## src/rtl/divmod_pkg.sv

```systemverilog
// Shared definitions for the iterative restoring divider: FSM state
// encoding and the quotient value reported for a zero divisor.
package divmod_pkg;

    localparam int DIVMOD_WIDTH = 16;

    // Widest operand width the divide-by-zero constant covers; users
    // truncate it to their own WIDTH, which leaves it all ones.
    localparam int DIVMOD_MAX_W = 64;

    localparam logic [DIVMOD_MAX_W-1:0] DBZ_QUOTIENT = {DIVMOD_MAX_W{1'b1}};

    typedef enum logic [1:0] {
        IDLE = 2'd0,
        RUN  = 2'd1,
        DONE = 2'd2
    } state_t;

endpackage

```

## src/rtl/divmod_if.sv

```systemverilog
// Operand and result handshake bundle for the divider.
interface divmod_if #(parameter int WIDTH = 16);

    logic [WIDTH-1:0] a;
    logic [WIDTH-1:0] b;
    logic             in_valid;
    logic             in_ready;
    logic [WIDTH-1:0] quotient;
    logic [WIDTH-1:0] remainder;
    logic [WIDTH-1:0] difference;
    logic             div_by_zero;
    logic             out_valid;
    logic             out_ready;

    modport master (
        output a, b, in_valid, out_ready,
        input  in_ready, quotient, remainder, difference, div_by_zero, out_valid
    );

    modport slave (
        input  a, b, in_valid, out_ready,
        output in_ready, quotient, remainder, difference, div_by_zero, out_valid
    );

endinterface

```

## src/rtl/divmod_step.sv

```systemverilog
// One restoring-division iteration: shift the next dividend bit into the
// partial remainder, subtract the divisor if it fits, record the quotient bit.
module divmod_step #(
    parameter int WIDTH = 16
) (
    input  logic [WIDTH-1:0] r,
    input  logic [WIDTH-1:0] q,
    input  logic [WIDTH-1:0] b,
    output logic [WIDTH-1:0] r_nxt,
    output logic [WIDTH-1:0] q_nxt
);

    logic [WIDTH:0] r_sh;
    logic [WIDTH:0] diff;

    // Shifted remainder keeps its top bit: with a large divisor the partial
    // remainder can have its MSB set, and dropping it would corrupt the compare.
    always_comb begin
        r_sh  = {r, q[WIDTH-1]};
        diff  = r_sh - {1'b0, b};
        if (diff[WIDTH]) begin
            r_nxt = r_sh[WIDTH-1:0];
            q_nxt = {q[WIDTH-2:0], 1'b0};
        end else begin
            r_nxt = diff[WIDTH-1:0];
            q_nxt = {q[WIDTH-2:0], 1'b1};
        end
    end

endmodule

```

## src/rtl/divmod_verilog.sv

```systemverilog
// Iterative unsigned divider: accepts a/b, runs WIDTH restoring steps and
// holds quotient, remainder, a-b and a divide-by-zero flag until consumed.
module divmod_verilog
    import divmod_pkg::*;
#(
    parameter int WIDTH = DIVMOD_WIDTH
) (
    input  logic     clk,
    input  logic     rst_n,
    divmod_if.slave  bus
);

    localparam int CNT_W = $clog2(WIDTH);

    state_t           state;
    logic [CNT_W-1:0] cnt;
    logic             in_ready_r;
    logic             out_valid_r;
    logic [WIDTH-1:0] quot_r;
    logic [WIDTH-1:0] rem_r;
    logic [WIDTH-1:0] diff_r;
    logic             dbz_r;

    logic [WIDTH-1:0] r_reg;
    logic [WIDTH-1:0] q_reg;
    logic [WIDTH-1:0] b_reg;
    logic [WIDTH-1:0] r_nxt;
    logic [WIDTH-1:0] q_nxt;
    logic             accept;

    assign accept = in_ready_r && bus.in_valid;

    divmod_step #(.WIDTH(WIDTH)) u_step (
        .r     (r_reg),
        .q     (q_reg),
        .b     (b_reg),
        .r_nxt (r_nxt),
        .q_nxt (q_nxt)
    );

    // Working registers need no reset: they are loaded on every accept.
    always_ff @(posedge clk) begin
        if (accept) begin
            r_reg <= '0;
            q_reg <= bus.a;
            b_reg <= bus.b;
        end else if (state == RUN) begin
            r_reg <= r_nxt;
            q_reg <= q_nxt;
        end
    end

    // Control FSM with registered handshake flags and result registers.
    always_ff @(posedge clk or negedge rst_n) begin
        if (!rst_n) begin
            state       <= IDLE;
            cnt         <= '0;
            in_ready_r  <= 1'b1;
            out_valid_r <= 1'b0;
            quot_r      <= '0;
            rem_r       <= '0;
            diff_r      <= '0;
            dbz_r       <= 1'b0;
        end else begin
            case (state)
                IDLE: begin
                    if (accept) begin
                        in_ready_r <= 1'b0;
                        diff_r     <= bus.a - bus.b;
                        if (bus.b == '0) begin
                            state       <= DONE;
                            out_valid_r <= 1'b1;
                            quot_r      <= WIDTH'(DBZ_QUOTIENT);
                            rem_r       <= bus.a;
                            dbz_r       <= 1'b1;
                        end else begin
                            state <= RUN;
                            cnt   <= CNT_W'(WIDTH - 1);
                            dbz_r <= 1'b0;
                        end
                    end
                end
                RUN: begin
                    if (cnt == '0) begin
                        state       <= DONE;
                        out_valid_r <= 1'b1;
                        quot_r      <= q_nxt;
                        rem_r       <= r_nxt;
                    end else begin
                        cnt <= cnt - CNT_W'(1);
                    end
                end
                DONE: begin
                    if (bus.out_ready) begin
                        state       <= IDLE;
                        out_valid_r <= 1'b0;
                        in_ready_r  <= 1'b1;
                    end
                end
                default: begin
                    state       <= IDLE;
                    in_ready_r  <= 1'b1;
                    out_valid_r <= 1'b0;
                end
            endcase
        end
    end

    assign bus.in_ready    = in_ready_r;
    assign bus.out_valid   = out_valid_r;
    assign bus.quotient    = quot_r;
    assign bus.remainder   = rem_r;
    assign bus.difference  = diff_r;
    assign bus.div_by_zero = dbz_r;

endmodule

```

## src/flat_wrapper.sv

```systemverilog
// flat-port wrapper written by rule: the top's interface ports become plain ports
module divmod_verilog_flat import divmod_pkg::*;
#(
    parameter int WIDTH = DIVMOD_WIDTH
)
  (clk, rst_n, bus_a, bus_b, bus_in_valid, bus_out_ready, bus_in_ready, bus_quotient, bus_remainder, bus_difference, bus_div_by_zero, bus_out_valid);
  divmod_if #(.WIDTH(WIDTH)) bus_i ();
  input  logic clk;
  input  logic rst_n;
  input wire logic [$bits(bus_i.a)-1:0] bus_a;
  input wire logic [$bits(bus_i.b)-1:0] bus_b;
  input wire logic [$bits(bus_i.in_valid)-1:0] bus_in_valid;
  input wire logic [$bits(bus_i.out_ready)-1:0] bus_out_ready;
  output wire logic [$bits(bus_i.in_ready)-1:0] bus_in_ready;
  output wire logic [$bits(bus_i.quotient)-1:0] bus_quotient;
  output wire logic [$bits(bus_i.remainder)-1:0] bus_remainder;
  output wire logic [$bits(bus_i.difference)-1:0] bus_difference;
  output wire logic [$bits(bus_i.div_by_zero)-1:0] bus_div_by_zero;
  output wire logic [$bits(bus_i.out_valid)-1:0] bus_out_valid;
  assign bus_i.a = bus_a;
  assign bus_i.b = bus_b;
  assign bus_i.in_valid = bus_in_valid;
  assign bus_i.out_ready = bus_out_ready;
  assign bus_in_ready = bus_i.in_ready;
  assign bus_quotient = bus_i.quotient;
  assign bus_remainder = bus_i.remainder;
  assign bus_difference = bus_i.difference;
  assign bus_div_by_zero = bus_i.div_by_zero;
  assign bus_out_valid = bus_i.out_valid;
  divmod_verilog #(.WIDTH(WIDTH)) u_core (.clk(clk), .rst_n(rst_n), .bus(bus_i));
endmodule
```

## config.mk

```make
export PLATFORM = sky130hd
export DESIGN_NAME = divmod_verilog_flat
export DESIGN_NICKNAME = d
export VERILOG_FILES = /design/src/rtl/divmod_pkg.sv /design/src/rtl/divmod_if.sv /design/src/rtl/divmod_step.sv /design/src/rtl/divmod_verilog.sv /design/src/flat_wrapper.sv
export SDC_FILE = /design/constraint.sdc
export NUM_CORES = 1
export LEC_CHECK = 0
export CORE_AREA = 2 2 109 111
export DETAILED_ROUTE_END_ITERATION = 7
export DIE_AREA = 0 0 111 113
export PLACE_DENSITY = 0.77
export SKIP_LAST_GASP = 1
export SYNTH_ARGS = -nofsm -noshare
export SYNTH_HDL_FRONTEND = slang
export SYNTH_SLANG_ARGS = --single-unit
```

## constraint.sdc

```tcl
create_clock -name clk -period 3.4 [get_ports clk]
set_input_delay 0.68 -clock clk [delete_from_list [all_inputs] [get_ports clk]]
set_output_delay 0.68 -clock clk [all_outputs]
set_load 0.05 [all_outputs]
```

==> results.sh, run 1 <==
export IMPL_required_ps=3630
export IMPL_antenna_cells=0
export IMPL_drc=0
export IMPL_rr_endpoint="u_core.bus.remainder[7]"
export IMPL_fmax_mhz=309
export IMPL_dr_pass1_iters=5
export IMPL_synth_avg_cell_area_um2=9.23
export IMPL_r2r_start="u_core.b_reg[0]"
export IMPL_cp_buffers_inverters=0
export IMPL_crit_fanout=9
export IMPL_yosysTopAreaCell="dfrtp_1"
export IMPL_core_area_mm2=0.0113
export IMPL_synth_edf_count=32
export IMPL_max_slew_margin_pct=49.2
export IMPL_floorplan_initialDensity_pct=53.9
export IMPL_fin_setup_tns_ps=0
export IMPL_drive_above_1_share_pct=7.29
export IMPL_setup_viol=0
export IMPL_slowest_stage="mux2i_1"
export IMPL_gp_congestion=0.883
export IMPL_path_class="reg -> reg"
export IMPL_grt_pass1_wl_um=27200
export IMPL_ir_drop_v=0.000500
export IMPL_postCtsSetupRepairBufs=0
export IMPL_clkSlewWorstSetupHoldPaths_ps=80
export IMPL_finalCriticalPeriod_ps=3240
export IMPL_die_x_um=111
export IMPL_fin_cells=897
export IMPL_final_max_slew_viol_count=0
export IMPL_grt_use_total_pct=27.6
export IMPL_yosysWarnings=0
export IMPL_synthArstFlopShare_pct=54.3
export IMPL_cap_violations=0
export IMPL_arrival_ps=3470
export IMPL_max_stage_delay_ps=440
export IMPL_grt_pass1_vias=5339
export IMPL_antenna_left=0
export IMPL_clk_latency_ps=350
export IMPL_wl_um=17200
export IMPL_synth_top_cell_area_share_pct=23.1
export IMPL_yosysMostFrequentCell="nand2_1"
export IMPL_highest_layer="met4"
export IMPL_critPathTopFamily="compound AO/OA/AOI/OAI gates"
export IMPL_grt_max_degree=46
export IMPL_wl_met1_um=7440
export IMPL_htree_levels=3
export IMPL_synthTopCellsByArea="dfrtp_1, edfxtp_1, ha_1"
export IMPL_leakage_nw=3.17
export IMPL_ys_types=66
export IMPL_dp_hpwl_um=13100
export IMPL_clock_root_buffer="clkbuf_16"
export IMPL_synthesis_area_mm2=0.00607
export IMPL_cts_sinks=105
export IMPL_clock_path_buffers=2
export IMPL_worstMarginPinSlew_ps=761
export IMPL_dr_wl_met3_um=983
export IMPL_status="finished clean"
export IMPL_ioPinCount=87
export IMPL_rsz0062_at_grt="no"
export IMPL_clock_skew_ps=8.39
export IMPL_cts_resized=0
export IMPL_met2RoutedLength_um=8120
export IMPL_hold_viol=0
export IMPL_min_period_over_period_pct=95.3
export IMPL_cp_start_kind="register"
export IMPL_dp_cells=881
export IMPL_drt_iter0_drc=428
export IMPL_row_count=39
export IMPL_fill_cells=921
export IMPL_wire_per_inst_um=19.2
export IMPL_synth_nets=728
export IMPL_hold_class="in -> async"
export IMPL_syn_inst=658
export IMPL_cts_tree="yes"
export IMPL_reg2reg_depth=10
export IMPL_io_buffers=86
export IMPL_fin_nets=819
export IMPL_fp_dieArea_mm2=0.0125
export IMPL_syn2layout_area_growth_pct=22.6
export IMPL_netlist_top_cells_count="nand2_1, dfrtp_1, nor2_1"
export IMPL_numCtsBuffers=9
export IMPL_via_count=5439
export IMPL_power_density_mw_per_mm2=1040
export IMPL_r2r_setup_slack_ps=160
export IMPL_synthFlopType="dfrtp_1"
export IMPL_grt_ovfl_total=0
export IMPL_crit_chain="ha_1, fa_1, nor2b_1, o2111ai_1, nand3_1, a31oi_4, xnor2_4, mux2i_1, o21ai_1, a221o_1"
export IMPL_end_kind="register"
export IMPL_drt_vias_per_instance=6.06
export IMPL_hold_buffers=0
export IMPL_ys_ff_latch=105
export IMPL_antenna_found_initial=0
export IMPL_ys_seq_area_share_pct=44.6
export IMPL_die_y_um=113
## power by group
group          internal, mW  leakage [nW]  switching [mW]
logic                  1.69          1.92            2.78
clock network         0.510         0.134           0.494
registers              1.90          1.11           0.390
total                  4.09          3.17            3.66
## metrics by stage
| step | setup WS (ps) | hold WS [ps] | cell area, µm² | total power [mW] | utilization (%) |
|---|---|---|---|---|---|
| final | 161 | 401 | 7450 | 7.75 | 66.1 |
| after global routing | 41.4 | 432 | 7450 | 8.20 | 66.1 |
| after CTS | 166 | 408 | 7440 | 7.73 | 66.0 |
| after detailed placement | 9.31 | 456 | 7150 | 6.71 | 63.5 |
| after global placement | 69.9 | 451 | 7150 | 6.56 | 63.5 |
| after floorplan | 569 | 384 | 6070 | 5.36 | - |
## per-layer routing
metal  up-vias  global-route usage, %
met2       209                   45.3
met1      2630                   36.5
met5         -                      0
li1       2559                      -
met3        41                   4.34
met4         0                   12.5
## cell families after synthesis
group	count (synthesis)	share of synthesized area, %
xor+xnor	16	2.74
fa+ha+maj	34	7.25
simple gates	224	16.2
flops	105	44.6
compound gates	191	21.9
mux	13	2.29
buf+inv	75	5.01
## cell type report
cell class              count  area [µm²]  area share (%)
clock buffers               9         225            3.02
clock inverters             7        63.8           0.857
inverters                  46         173            2.32
multi-input cells         478        3070            41.2
flip-flops and latches    105        2710            36.4
well taps                 143         179            2.40
repair buffers            109        1030            13.8
## worst max path at each step
stage                          startpoint                        end  slack [ps]  depth (start not counted)
final                     u_core.b_reg[0]    u_core.bus.remainder[7]         160                         10
after global routing      u_core.b_reg[0]    u_core.bus.remainder[5]          40                         10
after CTS                 u_core.b_reg[0]    u_core.bus.remainder[6]         170                         10
after detailed placement         bus_b[2]  u_core.bus.difference[12]           9                         11
after global placement           bus_b[2]  u_core.bus.difference[12]          70                         11
after floorplan           u_core.b_reg[0]    u_core.bus.remainder[9]         570                         11
## placed cells by master, fill, tap and decap left out, types with 4 or more instances in the layout
cell type and n:
nor2_1 53, o211ai_1 8, nand2_1 104, o21ai_0 34
nor3_1 17, a21oi_1 36, o22a_1 16, nand2b_1 4
a211oi_1 17, inv_1 46, ha_1 32, nor4_1 4
dfrtp_1 56, dfxtp_1 16, buf_4 23, or3_1 5
o31ai_1 8, clkdlybuf4s50_1 85, a21o_1 6, xnor2_1 9
o21ai_1 10, mux2i_1 7, a31oi_1 4, edfxtp_1 32
clkbuf_16 9, nand3_1 10, and3_1 6, nand4_1 4
nor2b_1 6, a22oi_1 4, xor2_1 5, o21a_1 11
o2111ai_1 5, a221o_1 9
No activity file was read; power rests on OpenSTA's default activity.
==> run 2: changes to the inputs <==
--- a/config.mk
+++ b/config.mk
@@ -5,10 +5,12 @@
 export SDC_FILE = /design/constraint.sdc
 export NUM_CORES = 1
 export LEC_CHECK = 0
-export CORE_AREA = 2 2 109 111
+export CORE_AREA = 2 2 101 103
+export CTS_CLUSTER_DIAMETER = 50
 export DETAILED_ROUTE_END_ITERATION = 7
-export DIE_AREA = 0 0 111 113
-export PLACE_DENSITY = 0.77
+export DIE_AREA = 0 0 103 105
+export DONT_BUFFER_PORTS = 1
+export PLACE_DENSITY = 0.76
 export SKIP_LAST_GASP = 1
 export SYNTH_ARGS = -nofsm -noshare
 export SYNTH_HDL_FRONTEND = slang
==> constraint.sdc (replaced) <==
create_clock -name clk -period 3.4 [get_ports clk]
set_input_delay 0.85 -clock clk [delete_from_list [all_inputs] [get_ports clk]]
set_output_delay 0.85 -clock clk [all_outputs]
set_load 0.05 [all_outputs]
==> run 2 against run 1 <==
The run now ends with DRC left. Clock power is 21% lower. Global-route usage is 3.0 points higher. Worst setup slack better by 97 ps. Combinational power is 39% lower. Utilization is 0.42 points higher. Critical path depth stayed put. First-iteration DRC count is 17% lower. Final area is 14% lower. Sequential power is 45% higher. Critical path type unchanged. Critical endpoint is now u_core.bus.remainder[4]. Largest cell class unchanged. Largest power group is now sequential cells.
==> results.sh, run 2 (synthesis results as in run 1) <==
export IMPL_power_density_mw_per_mm2=1060
export IMPL_finalCriticalPeriod_ps=3140
export IMPL_setup_slack_ps=258
export IMPL_hold_buffers=0
export IMPL_max_stage_delay_ps=450
export IMPL_crit_fanout=9
export IMPL_cts_resized=0
export IMPL_seqPwrFrac_pct=48.4
export IMPL_clock_skew_ps=12.1
export IMPL_fp_dieArea_mm2=0.0108
export IMPL_required_ps=3670
export IMPL_switching_share_pct=51.4
export IMPL_highest_layer="met4"
export IMPL_grt_ovfl_total=0
export IMPL_drt_iter0_drc=356
export IMPL_worstMarginPinSlew_ps=745
export IMPL_clock_root_buffer="clkbuf_8"
export IMPL_layout_commonest_cell="nand2_1"
export IMPL_grt_use_total_pct=30.6
export IMPL_ioPinCount=87
export IMPL_syn2layout_area_growth_pct=5.48
export IMPL_hold_viol=0
export IMPL_die_y_um=105
export IMPL_pwr_share_comb_pct=40.0
export IMPL_pwr_share_clk_pct=11.6
export IMPL_r2r_setup_slack_ps=260
export IMPL_grt_max_degree=58
export IMPL_drt_vias_per_instance=6.26
export IMPL_cp_startpoint="u_core.b_reg[0]"
export IMPL_fmax_mhz=318
export IMPL_crit_chain="ha_1, fa_1, nor2b_1, o2111ai_1, nand3_1, a31oi_4, xnor2_4, mux2i_1, o21ai_1, a221o_1"
export IMPL_clk_latency_ps=390
export IMPL_fill_cells=818
export IMPL_min_period_over_period_pct=92.4
export IMPL_dp_hpwl_um=11800
export IMPL_floorplan_initialDensity_pct=63.0
export IMPL_final_util_pct=66.5
export IMPL_cp_start_kind="register"
export IMPL_via_count=4946
export IMPL_status="finished, violations left"
export IMPL_slowest_stage="xnor2_4"
export IMPL_clock_path_buffers=2
export IMPL_cap_violations=0
export IMPL_grt_pass1_vias=4815
export IMPL_met2RoutedLength_um=7410
export IMPL_wire_per_inst_um=20.0
export IMPL_wl_met1_um=6720
export IMPL_final_max_slew_viol_count=0
export IMPL_whs_ps=143
export IMPL_p_total_mw=6.82
export IMPL_ir_drop_v=0.000510
export IMPL_cp_buffers_inverters=0
export IMPL_drive_above_1_share_pct=6.54
export IMPL_antenna_found_initial=0
export IMPL_antenna_cells=0
export IMPL_clkSlewWorstSetupHoldPaths_ps=110
export IMPL_leakage_nw=2.75
export IMPL_final_cell_mix="nand2_1, dfrtp_1, nor2_1"
export IMPL_violations="DRC"
export IMPL_cts_tree="yes"
export IMPL_numCtsBuffers=9
export IMPL_end_kind="register"
export IMPL_max_slew_margin_pct=50.2
export IMPL_wl_um=15800
export IMPL_hold_class="in -> async"
export IMPL_dp_slack_ps=308
export IMPL_io_buffers=0
export IMPL_dr_pass1_iters=8
export IMPL_die_x_um=103
export IMPL_fin_setup_tns_ps=0
export IMPL_p_int_mw=3.32
export IMPL_dr_wl_met3_um=1230
export IMPL_postCtsSetupRepairBufs=0
export IMPL_cts_sinks=105
export IMPL_htree_levels=3
export IMPL_crit_cells=10
export IMPL_row_count=36
export IMPL_fin_nets=722
export IMPL_path_class="reg -> reg"
export IMPL_power_switching_mw=3.50
export IMPL_grt_pass1_wl_um=25200
export IMPL_arrival_ps=3410
export IMPL_gp_congestion=0.966
export IMPL_r2r_start="u_core.b_reg[0]"
export IMPL_drc=1
export IMPL_rsz0062_at_grt="no"
export IMPL_core_area_mm2=0.00964
export IMPL_antenna_left=0
export IMPL_rr_endpoint="u_core.bus.remainder[4]"
export IMPL_setup_viol=0
export IMPL_critPathTopFamily="compound AO/OA/AOI/OAI gates"
export IMPL_reg2reg_depth=10
export IMPL_crit_path_end="u_core.bus.remainder[4]"
run 2: cell types whose count changed in the layout (fill, tap and decap cells not counted), moves of 2 or more:
cell             before  now
buf_4                23   12
clkbuf_16             9    0
clkbuf_8              0    9
clkdlybuf4s50_1      85    0
clkinvlp_4            2    0
run 2: routing by layer:
metal,vias up,global-route usage (%)
li1,2354,-
met1,2383,42.3
met2,177,46.4
met3,32,8.36
met4,0,10.9
met5,-,0
run 2: worst min-delay path by stage:
stage | startpoint | to | cells past startpoint
after floorplan | u_core.r_reg[10] | u_core.r_reg[10] | 2
after global placement | u_core.r_reg[10] | u_core.r_reg[10] | 2
after detailed placement | u_core.r_reg[10] | u_core.r_reg[10] | 2
after CTS | rst_n | u_core.bus.quotient[6] | 0
after global routing | rst_n | u_core.bus.quotient[6] | 0
final | rst_n | u_core.bus.div_by_zero | 0
run 2: stage by stage:
stage | area, µm² | instances
after global routing | 6410 | 790
after CTS | 6410 | 790
final | 6410 | 790
after floorplan | 6070 | 658
after global placement | 6200 | 774
after detailed placement | 6200 | 774
run 2: final cells by class:
type                            instances  area, µm²  share of cell area, %
Inverter                               46        173                   2.69
Multi-Input combinational cell        478       3060                   47.8
Tap cell                              133        166                   2.60
Sequential cell                       105       2710                   42.3
Timing Repair Buffer                   12       90.1                   1.41
Clock buffer                            9        124                   1.93
Clock inverter                          7       81.3                   1.27
run 2: power groups by stage:
stage / Combinational [mW] / Sequential, mW / Clock, mW
global placement: 2.58 / 3.31 / 0
detailed placement: 2.68 / 3.32 / 0
global route: 3.01 / 3.36 / 0.847
floorplan: 2.22 / 3.14 / 0
finish: 2.73 / 3.31 / 0.792
CTS: 2.70 / 3.30 / 0.801
==> run 3: changes to the inputs <==
--- a/config.mk
+++ b/config.mk
@@ -5,13 +5,16 @@
 export SDC_FILE = /design/constraint.sdc
 export NUM_CORES = 1
 export LEC_CHECK = 0
+export CAP_MARGIN = 30
 export CORE_AREA = 2 2 101 103
 export CTS_CLUSTER_DIAMETER = 50
 export DETAILED_ROUTE_END_ITERATION = 7
 export DIE_AREA = 0 0 103 105
 export DONT_BUFFER_PORTS = 1
-export PLACE_DENSITY = 0.76
+export GPL_TIMING_DRIVEN = 0
+export PLACE_DENSITY = 0.77
 export SKIP_LAST_GASP = 1
 export SYNTH_ARGS = -nofsm -noshare
 export SYNTH_HDL_FRONTEND = slang
+export SYNTH_HIERARCHICAL = 1
 export SYNTH_SLANG_ARGS = --single-unit
==> run 3 against run 2 <==
Critical path type unchanged. Die area is the same. Synthesized area grew 1.0%. The run now ends clean. Sequential share of layout area shrank 1.8 points.
==> results.sh, run 3 <==
export IMPL_fill_cells=814
export IMPL_gp_congestion=0.903
export IMPL_wl_um=16000
export IMPL_final_max_slew_viol_count=0
export IMPL_via_count=5039
export IMPL_grt_max_degree=58
export IMPL_synthesis_area_mm2=0.00614
export IMPL_final_cell_mix="nand2_1, a21oi_1, dfrtp_1"
export IMPL_fmax_mhz=299
export IMPL_drive_above_1_share_pct=12.5
export IMPL_yosysMostFrequentCell="nand2_1"
export IMPL_floorplan_initialDensity_pct=63.7
export IMPL_yosysWarnings=6
export IMPL_core_area_mm2=0.00964
export IMPL_ys_seq_area_share_pct=44.1
export IMPL_synth_edf_count=32
export IMPL_fp_dieArea_mm2=0.0108
export IMPL_cts_sinks=105
export IMPL_end_kind="register"
export IMPL_ys_ff_latch=105
export IMPL_seqCellArea_mm2=0.00271
export IMPL_rsz0062_at_grt="yes"
export IMPL_place_area_mm2=0.00633
export IMPL_antenna_found_initial=0
export IMPL_synth_nets=755
export IMPL_status="finished clean"
export IMPL_reg2reg_depth=14
export IMPL_r2r_start="u_core/q_reg[15]"
export IMPL_cts_tree="yes"
export IMPL_multiInputGateArea_mm2=0.00307
export IMPL_clk_latency_ps=390
export IMPL_slowest_stage="o41a_1"
export IMPL_clock_skew_ps=13.2
export IMPL_crit_chain="inv_2, ha_4, fa_2, nor2b_1, o31a_1, o41a_1, and4_4, a311oi_4, xnor2_4, buf_12, mux2_2, nand2_1, a21oi_1, a21o_1"
export IMPL_hold_buffers=0
export IMPL_min_period_over_period_pct=98.2
export IMPL_synthArstFlopShare_pct=54.3
export IMPL_antenna_left=0
export IMPL_required_ps=3680
export IMPL_netlist_top_cells_count="nand2_1, a21oi_1, dfrtp_1"
export IMPL_critPathTopFamily="compound AO/OA/AOI/OAI gates"
export IMPL_synth_top_cell_area_share_pct=22.8
export IMPL_ir_drop_v=0.000743
export IMPL_drt_iter0_drc=368
export IMPL_setup_viol=0
export IMPL_dr_pass1_iters=5
export IMPL_cap_violations=0
export IMPL_hold_class="in -> async"
export IMPL_cp_buffers_inverters=2
export IMPL_yosysTopAreaCell="dfrtp_1"
export IMPL_arrival_ps=3620
export IMPL_power_density_mw_per_mm2=874
export IMPL_path_class="reg -> reg"
export IMPL_die_x_um=103
export IMPL_max_stage_delay_ps=430
export IMPL_layout_commonest_cell="nand2_1"
export IMPL_synth_avg_cell_area_um2=8.96
export IMPL_wire_per_inst_um=18.9
export IMPL_grt_ovfl_total=0
export IMPL_htree_levels=3
export IMPL_numCtsBuffers=9
export IMPL_antenna_cells=0
export IMPL_cp_start_kind="register"
export IMPL_hold_viol=0
export IMPL_crit_fanout=5
export IMPL_grt_pass1_vias=5043
export IMPL_dp_hpwl_um=12000
export IMPL_clock_path_buffers=2
export IMPL_syn2layout_area_growth_pct=8.95
export IMPL_r2r_setup_slack_ps=60
export IMPL_clkSlewWorstSetupHoldPaths_ps=100
export IMPL_die_y_um=105
export IMPL_drt_vias_per_instance=5.96
export IMPL_finalCriticalPeriod_ps=3340
export IMPL_syn_inst=685
export IMPL_clock_root_buffer="clkbuf_8"
export IMPL_worstMarginPinSlew_ps=734
export IMPL_synthFlopType="dfrtp_1"
export IMPL_fin_area_mm2=0.00669
export IMPL_dp_cells=820
export IMPL_max_slew_margin_pct=51.0
export IMPL_fin_cells=846
export IMPL_drc=0
export IMPL_synthTopCellsByArea="dfrtp_1, edfxtp_1, nand2_1"
export IMPL_grt_use_total_pct=30.6
export IMPL_row_count=36
export IMPL_ys_types=57
export IMPL_rr_endpoint="u_core/bus.remainder[7]"
export IMPL_io_buffers=0
export IMPL_fin_nets=778
export IMPL_ioPinCount=87
export IMPL_leakage_nw=3.11
export IMPL_grt_pass1_wl_um=25400
==> run 3: cell types whose count changed in the layout (fill, tap and decap cells not counted), sizes merged, moves of 6 or more <==
cell | previous run | this run
nand2 | 104 | 148
clkbuf | 9 | 34
a21oi | 38 | 62
buf | 12 | 36
a21o | 6 | 23
o22a | 16 | 0
nor2 | 53 | 38
a211oi | 17 | 4
mux2 | 4 | 14
nor3 | 17 | 7
a221o | 9 | 0
inv | 50 | 42
mux2i | 9 | 3
==> run 3: power breakdown <==
part | internal [mW] | switching [mW]
clock network | 0.312 | 0.448
logic | 0.788 | 1.19
registers | 1.82 | 1.28
total | 2.92 | 2.92
==> run 3: cell families (layout without fill, tap and decap cells) <==
logic type | count (synthesis) | count (layout) | synth area share, %
adders and majority gates | 34 | 34 | 7.18
xor gates and xnor gates | 18 | 18 | 2.69
buffers and inverters | 88 | 116 | 7.04
muxes | 17 | 17 | 3.49
and+or+nand+nor | 243 | 243 | 17.5
AOI/OAI and AO/OA | 180 | 180 | 17.9
DFF | 105 | 105 | 44.1
==> run 3: repair_timing <==
item,CTS,global route
pin swaps,3,6
gates resized for setup,4,12
endpoints found under the hold margin,0,0
cloned,1,0
setup endpoints to repair,13,17
setup buffers,4,5
==> run 3: how the worst max path moves through the flow <==
stage / to / cells after the start / slack [ps] / start
finish: u_core/bus.remainder[7] / 14 / 60 / u_core/q_reg[15]
global route: u_core/bus.remainder[8] / 14 / -10 / u_core/q_reg[15]
CTS: u_core/bus.remainder[9] / 14 / 40 / u_core/q_reg[15]
detailed placement: u_core/bus.remainder[9] / 14 / -180 / u_core/q_reg[15]
global placement: u_core/bus.remainder[14] / 14 / -80 / u_core/q_reg[15]
floorplan: u_core/bus.remainder[10] / 14 / 270 / u_core/q_reg[15]
==> run 3: area by class of cell <==
cell class	count	area share, %
Multi-Input combinational cell	492	45.9
Sequential cell	105	40.5
Buffer	47	4.15
Tap cell	133	2.49
Inverter	41	2.30
Clock buffer	11	2.26
Timing Repair Buffer	12	1.76
Clock inverter	5	0.580
==> run 3: per-stage QoR <==
step                utilization [%]  power, mW  setup TNS (ps)  hold WS, ps  worst slack (ps)
floorplan                         -       4.50               0          451               272
global placement               65.4       4.91            -411          464             -76.0
detailed placement             65.7       5.02           -1160          472              -182
CTS                            68.4       5.79               0          139              43.2
global route                   69.4       6.17           -32.3          133             -11.5
finish                         69.4       5.84               0          145              61.0
==> run 3: per-layer routing <==
metal  global-route usage, %  vias to the layer above  wire [µm]
met5                       0                        -          0
met4                    8.83                        0        306
met3                    8.70                       26       1430
met2                    48.6                      187       7540
met1                    40.6                     2419       6680
li1                        -                     2407          -
